--- config.mk ---
export PLATFORM = sky130hd
export DESIGN_NAME = hazard_unit_mc
export DESIGN_NICKNAME = d
export VERILOG_FILES = /design/src/rtl/hazard_unit_mc.sv
export SDC_FILE = /design/constraint.sdc
export NUM_CORES = 1
export LEC_CHECK = 0
export CORE_MARGIN = 5
export CORE_UTILIZATION = 40
export DETAILED_ROUTE_END_ITERATION = 16
export PLACE_DENSITY = 0.75
export SYNTH_ARGS = -nofsm -noshare
export SYNTH_HDL_FRONTEND = slang
export SYNTH_SLANG_ARGS = --single-unit
--- constraint.sdc ---
create_clock -name clk -period 2.9 [get_ports clk]
set_clock_uncertainty 0.1 [all_clocks]
set_input_delay 0.58 -clock clk [delete_from_list [all_inputs] [get_ports clk]]
set_output_delay 0.58 -clock clk [all_outputs]
set_load 0.01 [all_outputs]
--- src/rtl/hazard_unit_mc.sv ---
// hazard_unit_mc -- hazard detection and forwarding for the 5-stage MIPS pipeline.
//
// Resolves load-use, branch-compare, mul/div occupancy and data-memory wait
// hazards, and steers the EX and ID forwarding muxes.
//
// Ports:
//   clk, rst_n                       clock; asynchronous active-low reset
//   branch_id                        branch instruction in ID
//   rs_id, rt_id, rs_ex, rt_ex       source register indices in ID / EX
//   write_reg_ex/_mem/_wb            destination register index per stage
//   reg_write_ex/_mem/_wb            destination write enable per stage
//   mem_to_reg_ex, mem_to_reg_mem    load instruction in EX / MEM
//   md_start_ex                      mult/div leaving EX into the mul/div unit
//   md_use_id                        ID instruction needs HI/LO or the mul/div unit
//   dmem_req_mem, dmem_ready         MEM access in progress / completing
//   perf_clr                         synchronous clear of stall_cycles
//   stall_fe/_id/_ex/_mem            hold the respective pipeline latch
//   flush_ex, flush_wb               bubble into ID/EX, MEM/WB
//   forward_a_id, forward_b_id       ID branch comparator forward from MEM
//   forward_a_ex, forward_b_ex       ALU operand select 00 RF, 01 WB, 10 MEM
//   md_busy                          mul/div unit occupied (registered)
//   stall_cycles                     saturating count of stall_fe cycles
module hazard_unit_mc #(
  parameter int REG_W  = 5,
  parameter int MD_LAT = 32,
  parameter int CNT_W  = 6,
  parameter int PERF_W = 16
) (
  input  logic              clk,
  input  logic              rst_n,
  input  logic              branch_id,
  input  logic [REG_W-1:0]  rs_id,
  input  logic [REG_W-1:0]  rt_id,
  input  logic [REG_W-1:0]  rs_ex,
  input  logic [REG_W-1:0]  rt_ex,
  input  logic [REG_W-1:0]  write_reg_ex,
  input  logic [REG_W-1:0]  write_reg_mem,
  input  logic [REG_W-1:0]  write_reg_wb,
  input  logic              reg_write_ex,
  input  logic              reg_write_mem,
  input  logic              reg_write_wb,
  input  logic              mem_to_reg_ex,
  input  logic              mem_to_reg_mem,
  input  logic              md_start_ex,
  input  logic              md_use_id,
  input  logic              dmem_req_mem,
  input  logic              dmem_ready,
  input  logic              perf_clr,
  output logic              stall_fe,
  output logic              stall_id,
  output logic              stall_ex,
  output logic              stall_mem,
  output logic              flush_ex,
  output logic              flush_wb,
  output logic              forward_a_id,
  output logic              forward_b_id,
  output logic [1:0]        forward_a_ex,
  output logic [1:0]        forward_b_ex,
  output logic              md_busy,
  output logic [PERF_W-1:0] stall_cycles
);

  typedef enum logic {IDLE, BUSY} md_state_t;

  md_state_t        md_state;
  logic [CNT_W-1:0] md_cnt;

  logic lw_stall, br_stall, md_stall, mem_stall, hz_stall;

  // Register 0 is hard-wired zero, so a write to it is never a real producer.
  function automatic logic hit(input logic en, input logic [REG_W-1:0] dst,
                               input logic [REG_W-1:0] src);
    return en && (dst != '0) && (dst == src);
  endfunction

  // MEM is the younger producer, so it wins over WB.
  function automatic logic [1:0] fwd_sel(input logic [REG_W-1:0] src);
    if (hit(reg_write_mem, write_reg_mem, src))     return 2'b10;
    else if (hit(reg_write_wb, write_reg_wb, src))  return 2'b01;
    else                                            return 2'b00;
  endfunction

  function automatic logic [PERF_W-1:0] sat_inc(input logic [PERF_W-1:0] v);
    return (&v) ? v : v + PERF_W'(1);
  endfunction

  always_comb begin
    // A load's destination in EX is rt_ex.
    lw_stall  = hit(mem_to_reg_ex, rt_ex, rs_id) || hit(mem_to_reg_ex, rt_ex, rt_id);
    br_stall  = branch_id &&
                (hit(reg_write_ex, write_reg_ex, rs_id)     ||
                 hit(reg_write_ex, write_reg_ex, rt_id)     ||
                 hit(mem_to_reg_mem, write_reg_mem, rs_id)  ||
                 hit(mem_to_reg_mem, write_reg_mem, rt_id));
    md_stall  = md_busy && md_use_id;
    mem_stall = dmem_req_mem && !dmem_ready;
    hz_stall  = lw_stall || br_stall || md_stall;
  end

  // A memory wait freezes the whole pipe; the frozen ID/EX contents are kept,
  // so EX is not flushed even if another hazard is present.
  always_comb begin
    stall_fe  = mem_stall || hz_stall;
    stall_id  = mem_stall || hz_stall;
    stall_ex  = mem_stall;
    stall_mem = mem_stall;
    flush_wb  = mem_stall;
    flush_ex  = !mem_stall && hz_stall;
  end

  always_comb begin
    forward_a_ex = fwd_sel(rs_ex);
    forward_b_ex = fwd_sel(rt_ex);
    forward_a_id = hit(reg_write_mem, write_reg_mem, rs_id);
    forward_b_id = hit(reg_write_mem, write_reg_mem, rt_id);
  end

  // Mul/div occupancy: MD_LAT cycles counted down from MD_LAT-1 to 0.
  always_ff @(posedge clk or negedge rst_n) begin
    if (!rst_n) begin
      md_state <= IDLE;
      md_cnt   <= '0;
    end else begin
      case (md_state)
        IDLE: begin
          if (md_start_ex && !stall_ex) begin
            md_state <= BUSY;
            md_cnt   <= CNT_W'(MD_LAT - 1);
          end
        end
        BUSY: begin
          if (md_cnt == '0) md_state <= IDLE;
          else              md_cnt   <= md_cnt - CNT_W'(1);
        end
        default: md_state <= IDLE;
      endcase
    end
  end

  assign md_busy = (md_state == BUSY);

  always_ff @(posedge clk or negedge rst_n) begin
    if (!rst_n)        stall_cycles <= '0;
    else if (perf_clr) stall_cycles <= '0;
    else if (stall_fe) stall_cycles <= sat_inc(stall_cycles);
  end

endmodule
==> results.cfg, run 1 <==
[run_status]
outcome = finished clean

[timing]
hold_viol_final = 0
fmax_mhz = 351
layout_min_cycle_time_ps = 2850
slew_headroom_pct = 79.9
final_max_slew_viol_count = 0
setup_violations = 0
fin_crit_sh_pct = 98.2
finalSetupTns_ps = 0
worst_slew_pin_slew_ps = 298

[global_route]
grt_max_degree = 24
antenna_found_initial = 0
grt.total_usage_pct = 18.5
grt_pass1_vias = 2063
grt_overflow = 0
grt_pass1_wl_um = 9610

[placed_design]
place_area_um2 = 3000
routabilityCongestion = 0.860
dp_hpwl_um = 4710
portBuffers = 76

[route]
routedWlPerCell_um = 14.9
num_vias = 2035
drtIter0Drc = 60
vias_per_cell = 5.02
ant_nets = 0
drcViolationCount = 0
wl_um = 6020
first_pass_iters = 4

[logic_synthesis]
async_reset_ff_share_pct = 100
syn_area_per_cell_um2 = 8.25
yosysTopAreaCell = dfrtp_1
synth_nets = 289
yosys_register_bits = 23
synth_area_leaders = dfrtp_1, xnor2_1, xor2_1
syn_area_um2 = 1970
synth.distinct_cells = 40
synth_top_area_share_pct = 29.2
ys.flop_type = dfrtp_1
synth_edf_count = 0
synth.yosys.warnings = 0
seq_area_frac_synth_pct = 29.2
netlist_instances = 239

[critical_path]
cp_slowest_stage_delay_ps = 560
cpMaxStageDelayCell = or4_1
end_kind = output pin
crit_required_ps = 2220
r2r_slack_ps = 550
path_delay_family = buffers and inverters
crit_type = input port to output pin
critPathArrivalTime_ps = 2170
startpoint_type = input port
crit_path_max_fanout = 2
crit_chain = clkdlybuf4s50_1 -> buf_4 -> xor2_1 -> or4_1 -> nor4_2 -> buf_2
path_buf_inv = 3

[die]
die_area_um2 = 6430
die_h_um = 80.2
die_w_um = 80.2
core_area_um2 = 4750
rows = 25
start_util_pct = 41.5
io_pins = 77

[cts]
cts_buffers = 3
hold_buffers = 0
clk_latency_ps = 260
cts-root-buf = clkbuf_8
cts_tree = done
clk_pin_slew_ps = 70
clock-sinks = 23
h-tree-depth = 1
clock_path_buffers = 2

[pwr]
power.leakage_nw = 1.32
powerDensity_nw_per_um2 = 348
total_power_mw = 1.08
worst_ir_drop_vdd_uv = 249

[min_path]
hold_path_class = register to register

[final_layout]
layout-drive-gt1-share_pct = 18.9
areaGrowthSynthToFinish_pct = 57.9
nets = 389
multi_input_area_um2 = 1350
regArea_um2 = 576
antenna_cells = 0
nFillCells = 391
fin_area_um2 = 3110

[run]
drv_cap = 0
[timing repair]
action / CTS / global route
buffers inserted: 0 / 1
endpoints found under the setup margin: 9 / 6
resized for setup: 42 / 20
pin swaps: 3 / 8
[where the power goes]
part	switching, mW	total, mW	leakage [nW]	internal, mW
clock	0.0980	0.196	0.0228	0.0980
combinational	0.215	0.466	0.998	0.252
sequential	0.0471	0.421	0.301	0.374
total	0.360	1.08	1.32	0.723
[per-stage QoR]
step	instances	worst slack, ps	util, %	hold slack [ps]
2_1_floorplan	239	158	-	184
3_3_place_gp	400	-519	63.0	402
3_5_place_dp	400	-525	63.0	440
4_1_cts	404	6.21	63.9	457
5_1_grt	405	-28.0	65.5	471
6_report	405	51.8	65.5	448
[sequential cells by signal (all words and copies together) (netlist names)]
name and count:
md_cnt 6, stall_cycles 16, md_busy 1
[layout make-up]
cell class	instances	share of cell area [%]
multi-input cells	192	43.5
well taps	67	2.69
repair buffers	113	33.1
inverters	6	0.804
clock buffers	4	1.45
flip-flops and latches	23	18.5
[layer usage]
layer	global-route usage (%)	share of wire, %
met5	0	0
met4	4.05	0.81
met3	2.13	5.1
met2	33.2	50
met1	23.6	44
[worst reg2reg max path, delay by kind of cell, from the launching register on]
| kind | cells | cell delay [ps] |
|---|---|---|
| flops | 1 | 420 |
| compound gates | 1 | 160 |
| simple gates | 6 | 1380 |
| fa+ha+maj | 1 | 220 |
[worst paths after layout]
path / startpoint / to / depth (start not counted)
worst min register to register: md_cnt[0] / md_cnt[0] / 2
max in group asynchronous: rst_n / md_cnt[5] / 2
min in group asynchronous: rst_n / stall_cycles[8] / 2
worst min-delay path: md_cnt[0] / md_cnt[0] / 2
worst max register to register: stall_cycles[0] / stall_cycles[11] / 8
worst max-delay path: write_reg_wb[2] / forward_a_ex[0] / 6
[cell families (layout without fill, tap and decap cells)]
kind of cell	after synthesis	after routing	synth area share, %
multiplexers	2	2	1.52
adder cells (fa/ha/maj)	2	2	1.27
AND/OR/NAND/NOR	97	97	26.8
flip-flops	23	23	29.2
AO/OA/AOI/OAI	37	37	11.5
XOR/XNOR	54	54	24.0
buffers and inverters	24	123	5.71
[synthesized netlist by cell type (4+ instances only)]
master	count
xor2_1	21
inv_1	5
o21ai_0	13
nor3_1	6
a21oi_1	12
nand2_1	18
or4_1	7
clkbuf_1	10
and3_1	9
nand4_1	7
nand3_1	13
nor4_1	4
or3_1	10
dfrtp_1	23
xnor2_1	33
nor2_1	13
[placed cells by master, fill, tap and decap left out, drive strengths merged, types with 2 or more instances in the layout]
cell,netlist,final
nand4,7,7
or4,7,7
clkbuf,10,4
nor2,13,13
buf,8,42
xnor2,33,33
nand3,13,13
clkdlybuf4s15,0,3
dlygate4sd2,0,12
o31ai,2,2
nor4,4,4
ha,2,2
nor3,6,6
o21ai,13,13
inv,6,6
dlymetal6s2s,0,7
a21oi,12,12
xor2,21,21
dfrtp,23,23
nor2b,3,3
nand2,18,18
and3,11,11
or3,10,10
clkdlybuf4s50,0,49
o22ai,2,2
mux2,2,2
Power figures use the tool's default switching activity.
==> inputs of run 2 (changes only) <==
--- a/config.mk
+++ b/config.mk
@@ -9,6 +9,7 @@
 export CORE_UTILIZATION = 40
 export DETAILED_ROUTE_END_ITERATION = 16
 export PLACE_DENSITY = 0.75
+export SLEW_MARGIN = 20
 export SYNTH_ARGS = -nofsm -noshare
 export SYNTH_HDL_FRONTEND = slang
 export SYNTH_SLANG_ARGS = --single-unit
==> results of run 2 <==
Same layout as run 1: the final DEF is identical, and so are final timing and power.
==> inputs of run 3 (changes only) <==
--- a/config.mk
+++ b/config.mk
@@ -8,6 +8,7 @@
 export CORE_MARGIN = 5
 export CORE_UTILIZATION = 40
 export DETAILED_ROUTE_END_ITERATION = 16
+export MAX_ROUTING_LAYER = met4
 export PLACE_DENSITY = 0.75
 export SLEW_MARGIN = 20
 export SYNTH_ARGS = -nofsm -noshare
==> results.cfg, run 3 (synthesized netlist as in run 1, its figures left out) <==
[min_path]
hold_path_depth = 2
worstHoldStart = md_cnt[0]
holdPathEnd = md_cnt[0]
hold_path_class = register to register

[cts]
clk_latency_ps = 260
clock_path_buffers = 2
cts_tree = done
h-tree-depth = 1
hold_buffers = 0
cts-root-buf = clkbuf_8
cts_buffers = 3
clk_pin_slew_ps = 80
clock-sinks = 23

[critical_path]
end_kind = output pin
crit_chain = clkdlybuf4s50_1 -> buf_4 -> xor2_1 -> or4_1 -> nor4_2 -> buf_2
cp_slowest_stage_delay_ps = 560
path_buf_inv = 3
critPathArrivalTime_ps = 2170
cp.depth = 6
ff2ff_path_depth = 8
r2r_slack_ps = 540
crit_type = input port to output pin
path_delay_family = buffers and inverters
crit_path_max_fanout = 2
rr_endpoint = stall_cycles[11]
startpoint_type = input port
crit_required_ps = 2220
cpMaxStageDelayCell = or4_1
crit-reg2reg-launch = stall_cycles[0]

[final_layout]
largest_reg_flops = 16
nets = 389
nFillCells = 391
areaGrowthSynthToFinish_pct = 57.9
final_common_cell = clkdlybuf4s50_1
layout-drive-gt1-share_pct = 18.9
layout_common_cells = clkdlybuf4s50_1, buf_4, xnor2_1
regMostFlops = stall_cycles
antenna_cells = 0
finalNonFillerCells = 405

[timing]
setup_violations = 0
fin_crit_sh_pct = 98.2
fmax_mhz = 351
final_max_slew_viol_count = 0
worst_slew_pin_slew_ps = 296
hold_viol_final = 0
layout_min_cycle_time_ps = 2850
slew_headroom_pct = 80.0

[pwr]
switchingPower_mw = 0.363
worst_ir_drop_vdd_uv = 249
clkPwrFrac_pct = 18.2
switching_share_pct = 33.4
powerDensity_nw_per_um2 = 349
total_power_mw = 1.09
p_int_mw = 0.723
seqPwrFrac_pct = 38.9
power.leakage_nw = 1.32
power_frac_comb_pct = 43.0

[global_route]
grt_pass1_vias = 2066
grt.total_usage_pct = 19.0
grt_overflow = 0
antenna_found_initial = 0
grt_max_degree = 24
grt_pass1_wl_um = 9620

[placed_design]
dp.cells = 400
routabilityCongestion = 0.874
portBuffers = 76
dp_hpwl_um = 4710

[die]
die_w_um = 80.2
die_area_um2 = 6430
core_area_um2 = 4750
io_pins = 77
rows = 25
start_util_pct = 41.5
die_h_um = 80.2

[route]
drtIter0Drc = 69
vias_per_cell = 5.08
routedWlPerCell_um = 15.0
wl_um = 6060
num_vias = 2057
ant_nets = 0
first_pass_iters = 4
drcViolationCount = 0

[run_status]
outcome = finished clean

[run]
drv_cap = 0
## run 3: cell counts in the layout (fill, tap and decap cells not counted)
Identical to the previous run, type by type.
## run 3: worst max-delay path by stage
stage                          from               to
finish              write_reg_wb[2]  forward_a_ex[0]
global route        write_reg_ex[4]         stall_fe
floorplan                  rt_ex[2]         stall_id
detailed placement         rt_ex[1]         stall_id
CTS                 write_reg_ex[1]         stall_fe
global placement           rt_ex[1]         stall_fe
## run 3: final cells by class
type	count	area, µm²	share of cell area, %
multi-input combinational	192	1350	43.5
clock buffer	4	45.0	1.45
tap	67	83.8	2.69
timing repair buffer	113	1030	33.1
sequential	23	576	18.5
inverter	6	25.0	0.804
## run 3: power by group through the flow
stage          sequential, mW  clock [mW]  combinational (mW)
6_report                0.422       0.197               0.466
5_1_grt                 0.427       0.216               0.516
4_1_cts                 0.420       0.202               0.455
3_5_place_dp            0.427           0               0.459
3_3_place_gp            0.425           0               0.446
2_1_floorplan           0.422           0               0.249
## run 3: through the flow
stage	hold WS [ps]	worst slack [ps]	utilization [%]	cell area, µm²	setup TNS (ps)
after CTS	457	6.21	63.9	3040	0
final	451	50.9	65.5	3110	0
after global placement	402	-519	63.0	3000	-3520
after global routing	471	-28.0	65.5	3110	-35.3
after detailed placement	440	-525	63.0	3000	-3710
after floorplan	184	158	-	1970	0
## run 3: timing repair
item / 4_1_cts / 5_1_grt
gates resized for setup: 42 / 20
buffers inserted: 0 / 1
pin swaps: 3 / 8
endpoints found under the setup margin: 9 / 6
## run 3: layer usage
layer  track usage (%)  wire length [µm]
met1              23.7              2610
met2              33.3              3050
met3              1.91               342
met4              4.05                53
met5                 -                 0
## run 3: worst register-to-register path, delay by kind of cell (launching register included)
family | cells | cell delay (ps)
fa+ha+maj | 1 | 220
compound gates | 1 | 160
flops | 1 | 420
simple gates | 6 | 1390
